### src/rtl/uart_tx_sequencer.sv
// UART TX frame controller driving an external LSB-first shift register.
// Optional even parity bit is compiled in with `define UART_TX_PARITY_EN.
module uart_tx_sequencer #(
    parameter int DATA_WIDTH   = 8,
    parameter int CLKS_PER_BIT = 16,
    parameter int STOP_BITS    = 1
) (
    input  logic                  clk,
    input  logic                  rst,
    input  logic                  in_valid,
    input  logic [DATA_WIDTH-1:0] in_data,
    output logic                  in_ready,
    output logic                  sr_ld,
    output logic [DATA_WIDTH-1:0] sr_par_in,
    output logic                  sr_shift,
    output logic                  sr_ser_in,
    input  logic                  sr_ser_out,
    output logic                  tx,
    output logic                  busy,
    output logic                  done
);

    localparam int BAUD_W = $clog2(CLKS_PER_BIT);
    localparam int BIT_W  = $clog2(DATA_WIDTH + 1);

    localparam logic [BAUD_W-1:0] BAUD_LAST = BAUD_W'(CLKS_PER_BIT - 1);
    localparam logic [BIT_W-1:0]  DATA_LAST = BIT_W'(DATA_WIDTH - 1);
    localparam logic [BIT_W-1:0]  STOP_LAST = BIT_W'(STOP_BITS - 1);

`ifdef UART_TX_PARITY_EN
    typedef enum logic [2:0] {
        IDLE   = 3'd0,
        START  = 3'd1,
        DATA   = 3'd2,
        PARITY = 3'd3,
        STOP   = 3'd4
    } state_t;

    function automatic logic even_parity(input logic [DATA_WIDTH-1:0] word);
        return ^word;
    endfunction

    logic parity_r;
`else
    typedef enum logic [2:0] {
        IDLE   = 3'd0,
        START  = 3'd1,
        DATA   = 3'd2,
        STOP   = 3'd4
    } state_t;
`endif

    state_t              state_r;
    logic [BAUD_W-1:0]   baud_cnt_r;
    logic [BIT_W-1:0]    bit_cnt_r;
    logic                baud_end_s;

    assign baud_end_s = (baud_cnt_r == BAUD_LAST);
    assign sr_par_in  = in_data;
    assign sr_ser_in  = 1'b1;

    // Frame sequencing: state, baud and bit counters advance at bit-period ends.
    always_ff @(posedge clk) begin
        if (rst) begin
            state_r    <= IDLE;
            baud_cnt_r <= '0;
            bit_cnt_r  <= '0;
`ifdef UART_TX_PARITY_EN
            parity_r   <= 1'b0;
`endif
        end else begin
            case (state_r)
                IDLE: begin
                    baud_cnt_r <= '0;
                    bit_cnt_r  <= '0;
                    if (in_valid) begin
                        state_r  <= START;
`ifdef UART_TX_PARITY_EN
                        parity_r <= even_parity(in_data);
`endif
                    end else begin
                        state_r <= IDLE;
                    end
                end
                START: begin
                    if (baud_end_s) begin
                        baud_cnt_r <= '0;
                        bit_cnt_r  <= '0;
                        state_r    <= DATA;
                    end else begin
                        baud_cnt_r <= baud_cnt_r + BAUD_W'(1);
                    end
                end
                DATA: begin
                    if (baud_end_s) begin
                        baud_cnt_r <= '0;
                        if (bit_cnt_r == DATA_LAST) begin
                            bit_cnt_r <= '0;
`ifdef UART_TX_PARITY_EN
                            state_r   <= PARITY;
`else
                            state_r   <= STOP;
`endif
                        end else begin
                            bit_cnt_r <= bit_cnt_r + BIT_W'(1);
                        end
                    end else begin
                        baud_cnt_r <= baud_cnt_r + BAUD_W'(1);
                    end
                end
`ifdef UART_TX_PARITY_EN
                PARITY: begin
                    if (baud_end_s) begin
                        baud_cnt_r <= '0;
                        bit_cnt_r  <= '0;
                        state_r    <= STOP;
                    end else begin
                        baud_cnt_r <= baud_cnt_r + BAUD_W'(1);
                    end
                end
`endif
                STOP: begin
                    if (baud_end_s) begin
                        baud_cnt_r <= '0;
                        if (bit_cnt_r == STOP_LAST) begin
                            bit_cnt_r <= '0;
                            state_r   <= IDLE;
                        end else begin
                            bit_cnt_r <= bit_cnt_r + BIT_W'(1);
                        end
                    end else begin
                        baud_cnt_r <= baud_cnt_r + BAUD_W'(1);
                    end
                end
                default: begin
                    state_r    <= IDLE;
                    baud_cnt_r <= '0;
                    bit_cnt_r  <= '0;
                end
            endcase
        end
    end

    // Output decode from registered state; only tx in DATA follows sr_ser_out.
    always_comb begin
        tx       = 1'b1;
        in_ready = 1'b0;
        sr_ld    = 1'b0;
        sr_shift = 1'b0;
        busy     = 1'b1;
        done     = 1'b0;
        case (state_r)
            IDLE: begin
                in_ready = 1'b1;
                busy     = 1'b0;
                sr_ld    = in_valid & ~rst;
            end
            START: begin
                tx = 1'b0;
            end
            DATA: begin
                tx       = sr_ser_out;
                sr_shift = baud_end_s;
            end
`ifdef UART_TX_PARITY_EN
            PARITY: begin
                tx = parity_r;
            end
`endif
            STOP: begin
                tx   = 1'b1;
                done = baud_end_s & (bit_cnt_r == STOP_LAST);
            end
            default: begin
                tx   = 1'b1;
                busy = 1'b0;
            end
        endcase
    end

endmodule

### config.mk
export PLATFORM = sky130hd
export DESIGN_NAME = uart_tx_sequencer
export DESIGN_NICKNAME = d
export VERILOG_FILES = /design/src/rtl/uart_tx_sequencer.sv
export SDC_FILE = /design/constraint.sdc
export NUM_CORES = 1
export LEC_CHECK = 0
export ABC_AREA = 0
export BUFFER_PORTS_ARGS = -buffer_cell sky130_fd_sc_hd__buf_2
export CORE_MARGIN = 3
export CORE_UTILIZATION = 50
export CTS_BUF_LIST = sky130_fd_sc_hd__clkbuf_16
export DETAILED_ROUTE_END_ITERATION = 10
export PLACE_DENSITY = 0.81
export REMOVE_ABC_BUFFERS = 1
export SYNTH_ARGS = -nofsm -noshare
export SYNTH_HDL_FRONTEND = slang
export SYNTH_SLANG_ARGS = --single-unit
export TNS_END_PERCENT = 10
### constraint.sdc
create_clock -name clk -period 2.74 [get_ports clk]
set_input_delay 0.411 -clock clk [delete_from_list [all_inputs] [get_ports clk]]
set_output_delay 0.411 -clock clk [all_outputs]
set_load 0.01 [all_outputs]
# Yosys cells after proc, flatten, opt, wreduce, memory -nomap -nowiden
# Index checks and enable logic that the tools add are counted.
# word_totals
mem_bits_rw	0
mem_bits_ro	0
ff_bits	11
elab_cells	44
input_bits	12
out_inout_bits	15
memories	0
latch_bits	0
# op_classes
n_mux	19
shifts	0
n_bitwise	4
n_eq_ne	10
add_sub_neg	2
div_mod_pow	0
multipliers	0
order_cmp	0
n_reduce_logical	6
# op_table
operator	n
4-bit two-way mux	5
3-bit two-way mux	5
3-bit one-hot mux with 4 select lines	1
4-bit one-hot mux with 3 select lines	1
2-bit inequality test, second input constant	5
4-bit by 1-bit adder with 4-bit output, second input constant	2
1-bit two-way mux	6
3-bit OR reduction	2
5-bit AND reduction	1
4-bit by 3-bit == test with 1-bit output, second input constant	1
4-bit == test, second input constant	1
4-bit zero test	1
3-bit by 1-bit == test with 1-bit output, second input constant	1
3-bit by 2-bit == test with 1-bit output, second input constant	1
3-bit == test, second input constant	1
3-bit zero test	1
3-bit AND reduction	1
1-bit bitwise AND	2
1-bit inverter	2
1-bit one-hot mux with 2 select lines	1

# Depth between registers and ports, before layout
# Gate-level depths: netlist of run 1.
# depth
ltp_word	4
mapped_depth	6
mapped_depth_nobuf	6

# Worst setup path before layout of run 1
# OpenSTA, ideal clock, no wires.
# synth_timing
path_kind	register to register
startpoint	register baud_cnt_r[0]
endpoint	register bit_cnt_r[0]
synth_period_minus_slack_ns	1.652
stages_incl_launch_ff	7
setup_ns	0.087
required_ns	2.653
path_buffers	1
slack_ns	1.088
arrival_ns	1.565
path_cell_list	dfxtp_1 > ha_1 > and3_1 > or3_1 > buf_2 > or3_1 > o31ai_1
# synth_between
elab_chain_len	3
word_cells_on_any_way	5
classes_between	eq/ne: 4; reduce/logical: 1
# synth_rtl
item	line_no	source
start: declaration	54	logic [BAUD_W-1:0] baud_cnt_r;
start signal: assignment	91	baud_cnt_r <= baud_cnt_r + BAUD_W'(1);
start signal: assignment	108	baud_cnt_r <= baud_cnt_r + BAUD_W'(1);
start signal: assignment	132	baud_cnt_r <= baud_cnt_r + BAUD_W'(1);
4-bit == test (*)	58	assign baud_end_s = (baud_cnt_r == BAUD_LAST);
2-bit inequality test (no line)	-	
3-bit AND reduction (no line) (*)	-	
end signal: assignment	105	bit_cnt_r <= bit_cnt_r + BIT_W'(1);
end signal: assignment	129	bit_cnt_r <= bit_cnt_r + BIT_W'(1);
end: declaration	55	logic [BIT_W-1:0] bit_cnt_r;
# Mark *: on every way between the ends. The rest lies on a longest branch, timed or not.
# A chain may end at the register's enable or synchronous reset.

# Final worst setup path of run 1
# layout_timing
startpoint	register bit_cnt_r[0]
endpoint	output done
# layout_between
elab_chain_len	3
# layout_rtl
item	line_no	source
4-bit zero test	172	done = baud_end_s & (bit_cnt_r == STOP_LAST);
1-bit bitwise AND	172	
1-bit two-way mux	152	case (state_r)
end: declaration	20	output logic done
# No other way between the ends.

==> results of run 1 <==
## routing by layer
| metal | wire length (um) | vias to the layer above | track usage |
|---|---|---|---|
| li1 | - | 305 | - |
| met1 | 636 | 282 | 0.2217 |
| met2 | 702 | 24 | 0.2500 |
| met3 | 115 | 2 | 0.1098 |
| met4 | 12 | 0 | 0.06627 |
| met5 | 0 | - | 0 |
## per-stage QoR
stage,util,instances
after detailed placement,0.5141,100
after CTS,0.5741,104
after floorplan,-,76
after global placement,0.5141,100
after global routing,0.5741,104
final,0.5741,104
## cell usage after synthesis (2+ instances only)
master	n
buf_4	9
nand2b_1	2
nor3_1	7
dfxtp_1	11
inv_1	3
nand3_1	6
ha_1	3
nand2_1	6
buf_2	3
xnor2_1	2
o31ai_1	2
nand4b_1	2
a21oi_1	4
or3_1	3
nand3b_1	2
nor3b_1	3
o211ai_1	2
clkbuf_1	2
nor2_1	5
a31oi_1	3
## kinds of logic after synthesis
group	count (synthesis)	synth area share
AND/OR/NAND/NOR	39	0.2959
buffers and inverters	18	0.1557
AO/OA/AOI/OAI	15	0.1349
flip-flops	11	0.3045
adder cells (fa/ha/maj)	4	0.06748
XOR/XNOR	3	0.03634
other	1	0.005185
## layout make-up
class	count	area [um2]
fill	115	568.0
multi-input combinational	62	390.4
sequential	11	220.2
clock buffer	3	75.07
timing repair buffer	9	45.04
tap	15	18.77
inverter	3	11.26
clock inverter	1	5.005
## tightest hold or removal path, delay by kind of cell
family	cells	cell delay, ns
buffers and inverters	1	0.09
AND/OR/NAND/NOR	1	0.06
AO/OA/AOI/OAI	1	0.06
## power breakdown
part           switching, uW  internal [uW]  leakage, uW  total [uW]
Sequential              9.69            166    0.0000891         176
Combinational           35.8           22.2     0.000148        58.0
Clock                   71.4            193    0.0000409         264
## state kept, by name, summed over array words and instances (netlist names)
name / cells
bit_cnt_r: 4
state_r: 3
baud_cnt_r: 4
## worst paths after layout
kind                       from             to  slack (ns)  cells past startpoint
setup / recovery   bit_cnt_r[0]           done        0.80                      6
hold / removal         in_valid     state_r[0]        0.44                      3
setup reg to reg  baud_cnt_r[0]   bit_cnt_r[0]        0.99                      5
hold reg to reg   baud_cnt_r[0]  baud_cnt_r[0]        0.46                      1
==> impl_metrics.ini, run 1 <==
[status]
status = completed

[sta]
relSlewSlack = 0.5779
setup_ws_ns = 0.8031
slew_violations = 0
setup_viol = 0
fin_crit_ns = 1.937
finalHoldViolations = 0
timing.hold.ws_ns = 0.4424
skew_ns = 0.0006848
worst_pin_slew_ns = 0.6283
post-route-period-util = 0.7069
rsz0062_at_grt = no
max_freq_mhz = 516.3
fin_setup_tns_ns = 0

[clock_network]
clkLatencyLatePin_ns = 0.24
cts_resized = 0
cts_hold_buf = 0
clk_pin_slew_ns = 0.04
post_cts_buffers = 0
htree_num_levels = 1
root_buffer = clkbuf_16
cts_sinks = 11
cts_max_path_buffers = 2
cts_tree = yes
numCtsBuffers = 3

[synthesis]
ys_ff_latch = 11
post_synth.cell_area_avg_um2 = 7.947
yosys-top-cells-area = dfxtp_1 30%, buf_4 9.3%, ha_1 5.2%
synthesis.area_um2 = 723.2
syn_inst = 91
synth_top_area_frac = 0.3045
ys.flop_type = dfxtp_1
yosysTopAreaCell = dfxtp_1
ys_seq_area_frac = 0.3045
synth-edff-count = 0
synthArstFlopShare = 0
ys_types = 31
yosys_warnings = 0

[die]
start_util = 0.5422
die_w_um = 44.03
core_area_mm2 = 0.001334
die_y_um = 44.03
pin_count = 27
dieArea_mm2 = 0.001939
fp-row-count = 13

[worst_setup_path]
cp_cell_sequence = inv_1 -> ha_1 -> nor3b_1 -> nand2_1 -> nor3_1 -> buf_2
crit_path_start_kind = flip-flop
slowest_stage = dfxtp_1
cp_data_arrival_time_ns = 1.53
path_class = flip-flop to primary output
cp.buffers_inverters = 2
cp_top_family = simple AND/OR/NAND/NOR gates
max_stage_delay_ns = 0.33
crit_path_max_fanout = 4
required_ns = 2.33
worstSetupEndpointType = primary output

[cells_and_area]
n_antenna_cell = 0
fin_nets = 105
layout_commonest_cell = dfxtp_1
final_cell_mix = 11 x dfxtp_1, 9 x buf_2, 7 x nor3_1, 6 x nand2_1, 6 x nand3_1
area_delta_synth_final_pct = 5.882
postLayoutCellArea_um2 = 765.7
drive_gt1_frac = 0.1798

[place]
gp_congestion = 0.8469
place_area_um2 = 685.7
io_buffers = 9
post-dp-hpwl_um = 1030
pre_cts_ws_ns = 1.009

[detailed_routing]
drt-total-wl_um = 1467
dr.pass1.iters = 4
ant_nets = 0
remaining_drc_errors = 0
vias = 613
first_iter_violations = 21
routedWlPerCell_um = 14.11
routed_via_density = 5.894

[global_routing]
grt_pass1_vias = 591
grt_overflow_total = 0
grt_pass1_wl_um = 2532
track_usage = 0.1785
grt_max_degree = 16
antenna_found_initial = 0

[power]
p_per_area_mw_per_mm2 = 650.7
leakage_uw = 0.0002784
max-vdd-ir-drop_mv = 0.5278
finalPower_uw = 498.3

[hold_path]
hold_class = primary input to flip-flop

[job]
drv_cap = 0
Power figures use the tool's default switching activity.
==> run 2: changes to the inputs <==
CORE_UTILIZATION = 47   (was 50)
PLACE_DENSITY = 0.77   (was 0.81)
clock period = 1.9 ns   (was 2.74 ns; I/O delays follow)
==> impl_metrics.ini, run 2 (synthesized netlist as in run 1, its figures left out) <==
[die]
fp-row-count = 13
core_area_mm2 = 0.001366
pin_count = 27
dieArea_mm2 = 0.002045
start_util = 0.5293
die_y_um = 45.23
die_w_um = 45.23

[detailed_routing]
vias = 615
drt-total-wl_um = 1405
dr.pass1.iters = 4
first_iter_violations = 4
ant_nets = 0
routed_via_density = 5.802
routedWlPerCell_um = 13.25
remaining_drc_errors = 0

[cells_and_area]
area_delta_synth_final_pct = 7.785
layout_commonest_cell = dfxtp_1
fin_nets = 107
n_antenna_cell = 0
reg_top3 = baud_cnt_r (4), bit_cnt_r (4), state_r (3)
postLayoutCellArea_um2 = 779.5
drive_gt1_frac = 0.1868
final_cell_mix = 11 x dfxtp_1, 9 x buf_2, 7 x nor3_1, 6 x nand2_1, 6 x nand3_1
instances_no_fill = 106

[worst_setup_path]
crit-reg2reg-launch = baud_cnt_r[0]
cp_data_arrival_time_ns = 1.52
crit_path_start_kind = flip-flop
required_ns = 1.62
crit_path_max_fanout = 11
crit_start = state_r[1]
path_class = flip-flop to primary output
worstSetupEndpointType = primary output

[global_routing]
grt_max_degree = 16
track_usage = 0.1686
grt_pass1_vias = 564
grt_pass1_wl_um = 2415
antenna_found_initial = 0
grt_overflow_total = 0

[hold_path]
hold_class = primary input to flip-flop
min_from = in_valid

[job]
drv_cap = 0

[place]
io_buffers = 9
dp.cells = 102
post-dp-hpwl_um = 1052
place_area_um2 = 700.7
gp_congestion = 0.8304

[sta]
finalHoldViolations = 0
skew_ns = 0.001915
fin_setup_tns_ns = 0
max_freq_mhz = 555.2
post-route-period-util = 0.9480
slew_violations = 0
fin_crit_ns = 1.801
setup_viol = 0
rsz0062_at_grt = no

[power]
p_per_area_mw_per_mm2 = 919.8
max-vdd-ir-drop_mv = 0.5714
leakage_uw = 0.0002901

[clock_network]
cts_resized = 0
clk_pin_slew_ns = 0.04
cts_sinks = 11
numCtsBuffers = 3
clkLatencyLatePin_ns = 0.24
post_cts_buffers = 0
cts_max_path_buffers = 2
htree_num_levels = 1
root_buffer = clkbuf_16
cts_tree = yes
cts_hold_buf = 0

[status]
status = completed
## run 2: through the flow
stage	total power [uW]	setup slack, ns	hold slack, ns	util
2_1_floorplan	308.3	0.2685	0.3541	-
3_3_place_gp	347.4	0.1979	0.4405	0.5128
3_5_place_dp	347.2	0.1568	0.4649	0.5128
4_1_cts	728.4	0.1003	0.3119	0.5705
5_1_grt	760.2	0.006329	0.3451	0.5705
6_report	717.0	0.09885	0.3128	0.5705
## run 2: critical path: stages, from the launching register on
cell and delay (ns):
dfxtp_1 0.50, or3b_2 0.52, nor2_1 0.12, buf_2 0.14
## run 2: final timing paths
| kind | endpoint | slack [ns] | cells past startpoint |
|---|---|---|---|
| setup / recovery | sr_shift | 0.1 | 3 |
| hold / removal | state_r[0] | 0.31 | 3 |
| setup reg to reg | bit_cnt_r[0] | 0.15 | 5 |
| hold reg to reg | baud_cnt_r[0] | 0.47 | 1 |
## run 2: report_power, final
group / switching (uW) / leakage (uW) / internal [uW]
Combinational: 53.7 / 0.000159 / 39.1
Sequential: 9.97 / 0.0000891 / 240
Clock: 98.8 / 0.0000423 / 276
Total: 162 / 0.000290 / 555
## run 2: layout make-up
cell class	count	area, um2
Fill cell	131	586.8
Clock inverter	1	3.754
Multi-Input combinational cell	62	390.4
Sequential cell	11	220.2
Inverter	3	11.26
Timing Repair Buffer	11	60.06
Clock buffer	3	75.07
Tap cell	15	18.77
## run 2: layer usage
| metal | routed length (um) | track usage | vias to the layer above |
|---|---|---|---|
| met4 | 15 | 0.1053 | 0 |
| met5 | 0 | 0 | - |
| met2 | 681 | 0.2345 | 27 |
| met3 | 115 | 0.1076 | 2 |
| li1 | - | - | 309 |
| met1 | 593 | 0.1894 | 277 |
==> run 3: changes to the inputs <==
CORE_UTILIZATION = 36   (was 47)
CTS_BUF_LIST = sky130_fd_sc_hd__clkbuf_4 sky130_fd_sc_hd__clkbuf_8   (was sky130_fd_sc_hd__clkbuf_16)
PLACE_DENSITY = not set   (was 0.77)
==> impl_metrics.ini, run 3 (synthesized netlist as in run 1, its figures left out) <==
[status]
status = completed

[power]
pwr-share-comb = 0.182
sw_frac_of_total = 0.2855
leakage_uw = 0.0002695
internal_power_uw = 373.5
switchingPower_uw = 149.3
seqPwrFrac = 0.479
p_per_area_mw_per_mm2 = 696.3
max-vdd-ir-drop_mv = 0.4172
power_frac_clock = 0.339

[worst_setup_path]
path_class = flip-flop to primary output
slowest_stage = dfxtp_1
required_ns = 1.62
cp_data_arrival_time_ns = 1.51
worstSetupEndpointType = primary output
crit_path_start_kind = flip-flop
max_stage_delay_ns = 0.35
cp.buffers_inverters = 2
crit_path_max_fanout = 4
cp_top_family = simple AND/OR/NAND/NOR gates
cp_cell_sequence = inv_1 -> ha_1 -> nor3b_2 -> nand2_1 -> nor3_1 -> buf_2

[clock_network]
htree_num_levels = 1
numCtsBuffers = 3
cts_sinks = 11
cts_tree = yes
root_buffer = clkbuf_4
cts_max_path_buffers = 2
clk_pin_slew_ns = 0.08
post_cts_buffers = 0
clkLatencyLatePin_ns = 0.27

[cells_and_area]
multi_input_area_um2 = 395.4
drive_gt1_frac = 0.2308
regArea_um2 = 222.7
nFillCells = 188
area_delta_synth_final_pct = 3.806
final_cell_mix = 9 x dfxtp_1, 9 x buf_2, 7 x nor3_1, 6 x nand2_1, 6 x nand3_1
instances_no_fill = 116
reg_top3 = baud_cnt_r (4), bit_cnt_r (4), state_r (3)
fin_nets = 107
n_antenna_cell = 0

[sta]
timing.hold.ws_ns = 0.2809
fin_crit_ns = 1.795
relSlewSlack = 0.6660
worst_pin_slew_ns = 0.4967
post-route-period-util = 0.9447
skew_ns = 0.007121
finalHoldViolations = 0
max_freq_mhz = 557.1
slew_violations = 0
setup_viol = 0

[detailed_routing]
remaining_drc_errors = 0
routed_via_density = 5.491
ant_nets = 0
dr.pass1.iters = 4
vias = 637
drt-total-wl_um = 1496
routedWlPerCell_um = 12.90
first_iter_violations = 11

[hold_path]
hold_class = primary input to flip-flop

[die]
dieArea_mm2 = 0.002583
pin_count = 27
die_w_um = 50.82
start_util = 0.4014
core_area_mm2 = 0.001802
fp-row-count = 15
die_y_um = 50.82

[global_routing]
grt_pass1_vias = 567
grt_max_degree = 16
antenna_found_initial = 0
grt_overflow_total = 0
grt_pass1_wl_um = 2442
track_usage = 0.1217

[place]
gp_congestion = 0.8267
dp.cells = 112
io_buffers = 9
post-dp-hpwl_um = 1066

[job]
drv_cap = 0
-- run 3: cell count changes in the layout (fill, tap and decap cells not counted), sizes merged --
cell	delta
clkbuf	+1
inv	-1
-- run 3: per-layer routing --
layer	GRT usage	up-vias	part of all wire	wire (um)
met5	0	-	0	0
met4	0.02691	0	0.013	19
met3	0.07872	4	0.092	138
met2	0.1696	31	0.46	690
met1	0.1556	291	0.43	647
li1	-	311	-	-
-- run 3: cell type report --
type,instances,share of cell area
Inverter,3,0.01500
Timing Repair Buffer,11,0.08000
Multi-Input combinational cell,62,0.5267
Clock buffer,4,0.04000
Tap cell,25,0.04167
Sequential cell,11,0.2967
-- run 3: worst min-delay path: stages --
cell	delay (ns)
buf_2	0.09
nand2_1	0.07
a21oi_1	0.06
-- run 3: worst paths after layout --
path,startpoint,end,slack (ns),depth (start not counted)
worst max register to register,baud_cnt_r[0],bit_cnt_r[0],0.14,5
worst min-delay path,in_valid,state_r[0],0.28,3
worst max-delay path,bit_cnt_r[0],done,0.11,6
worst min register to register,baud_cnt_r[0],baud_cnt_r[0],0.47,1
-- run 3: power by group through the flow --
stage,clock [uW],sequential (uW),combinational (uW)
2_1_floorplan,0,254,53.9
3_3_place_gp,0,255,94.2
3_5_place_dp,0,255,92.5
4_1_cts,183,249,93.5
5_1_grt,196,252,106
6_report,177,250,95.1
-- run 3: stage by stage --
step	setup TNS [ns]	util	cell area (um2)	setup slack [ns]	power (uW)
floorplan	0	-	621.8	0.2685	308.3
global placement	0	0.3958	713.2	0.1884	349.0
detailed placement	0	0.3958	713.2	0.1511	347.2
CTS	0	0.4125	743.2	0.04562	525.5
global route	-0.002207	0.4167	750.7	-0.002207	553.7
finish	0	0.4167	750.7	0.1050	522.7
-- run 3: repair_timing --
item	CTS	global route
hold buffers	0	0
resized for setup	0	3
endpoints found under the setup margin	0	4
endpoints found under the hold margin	0	0
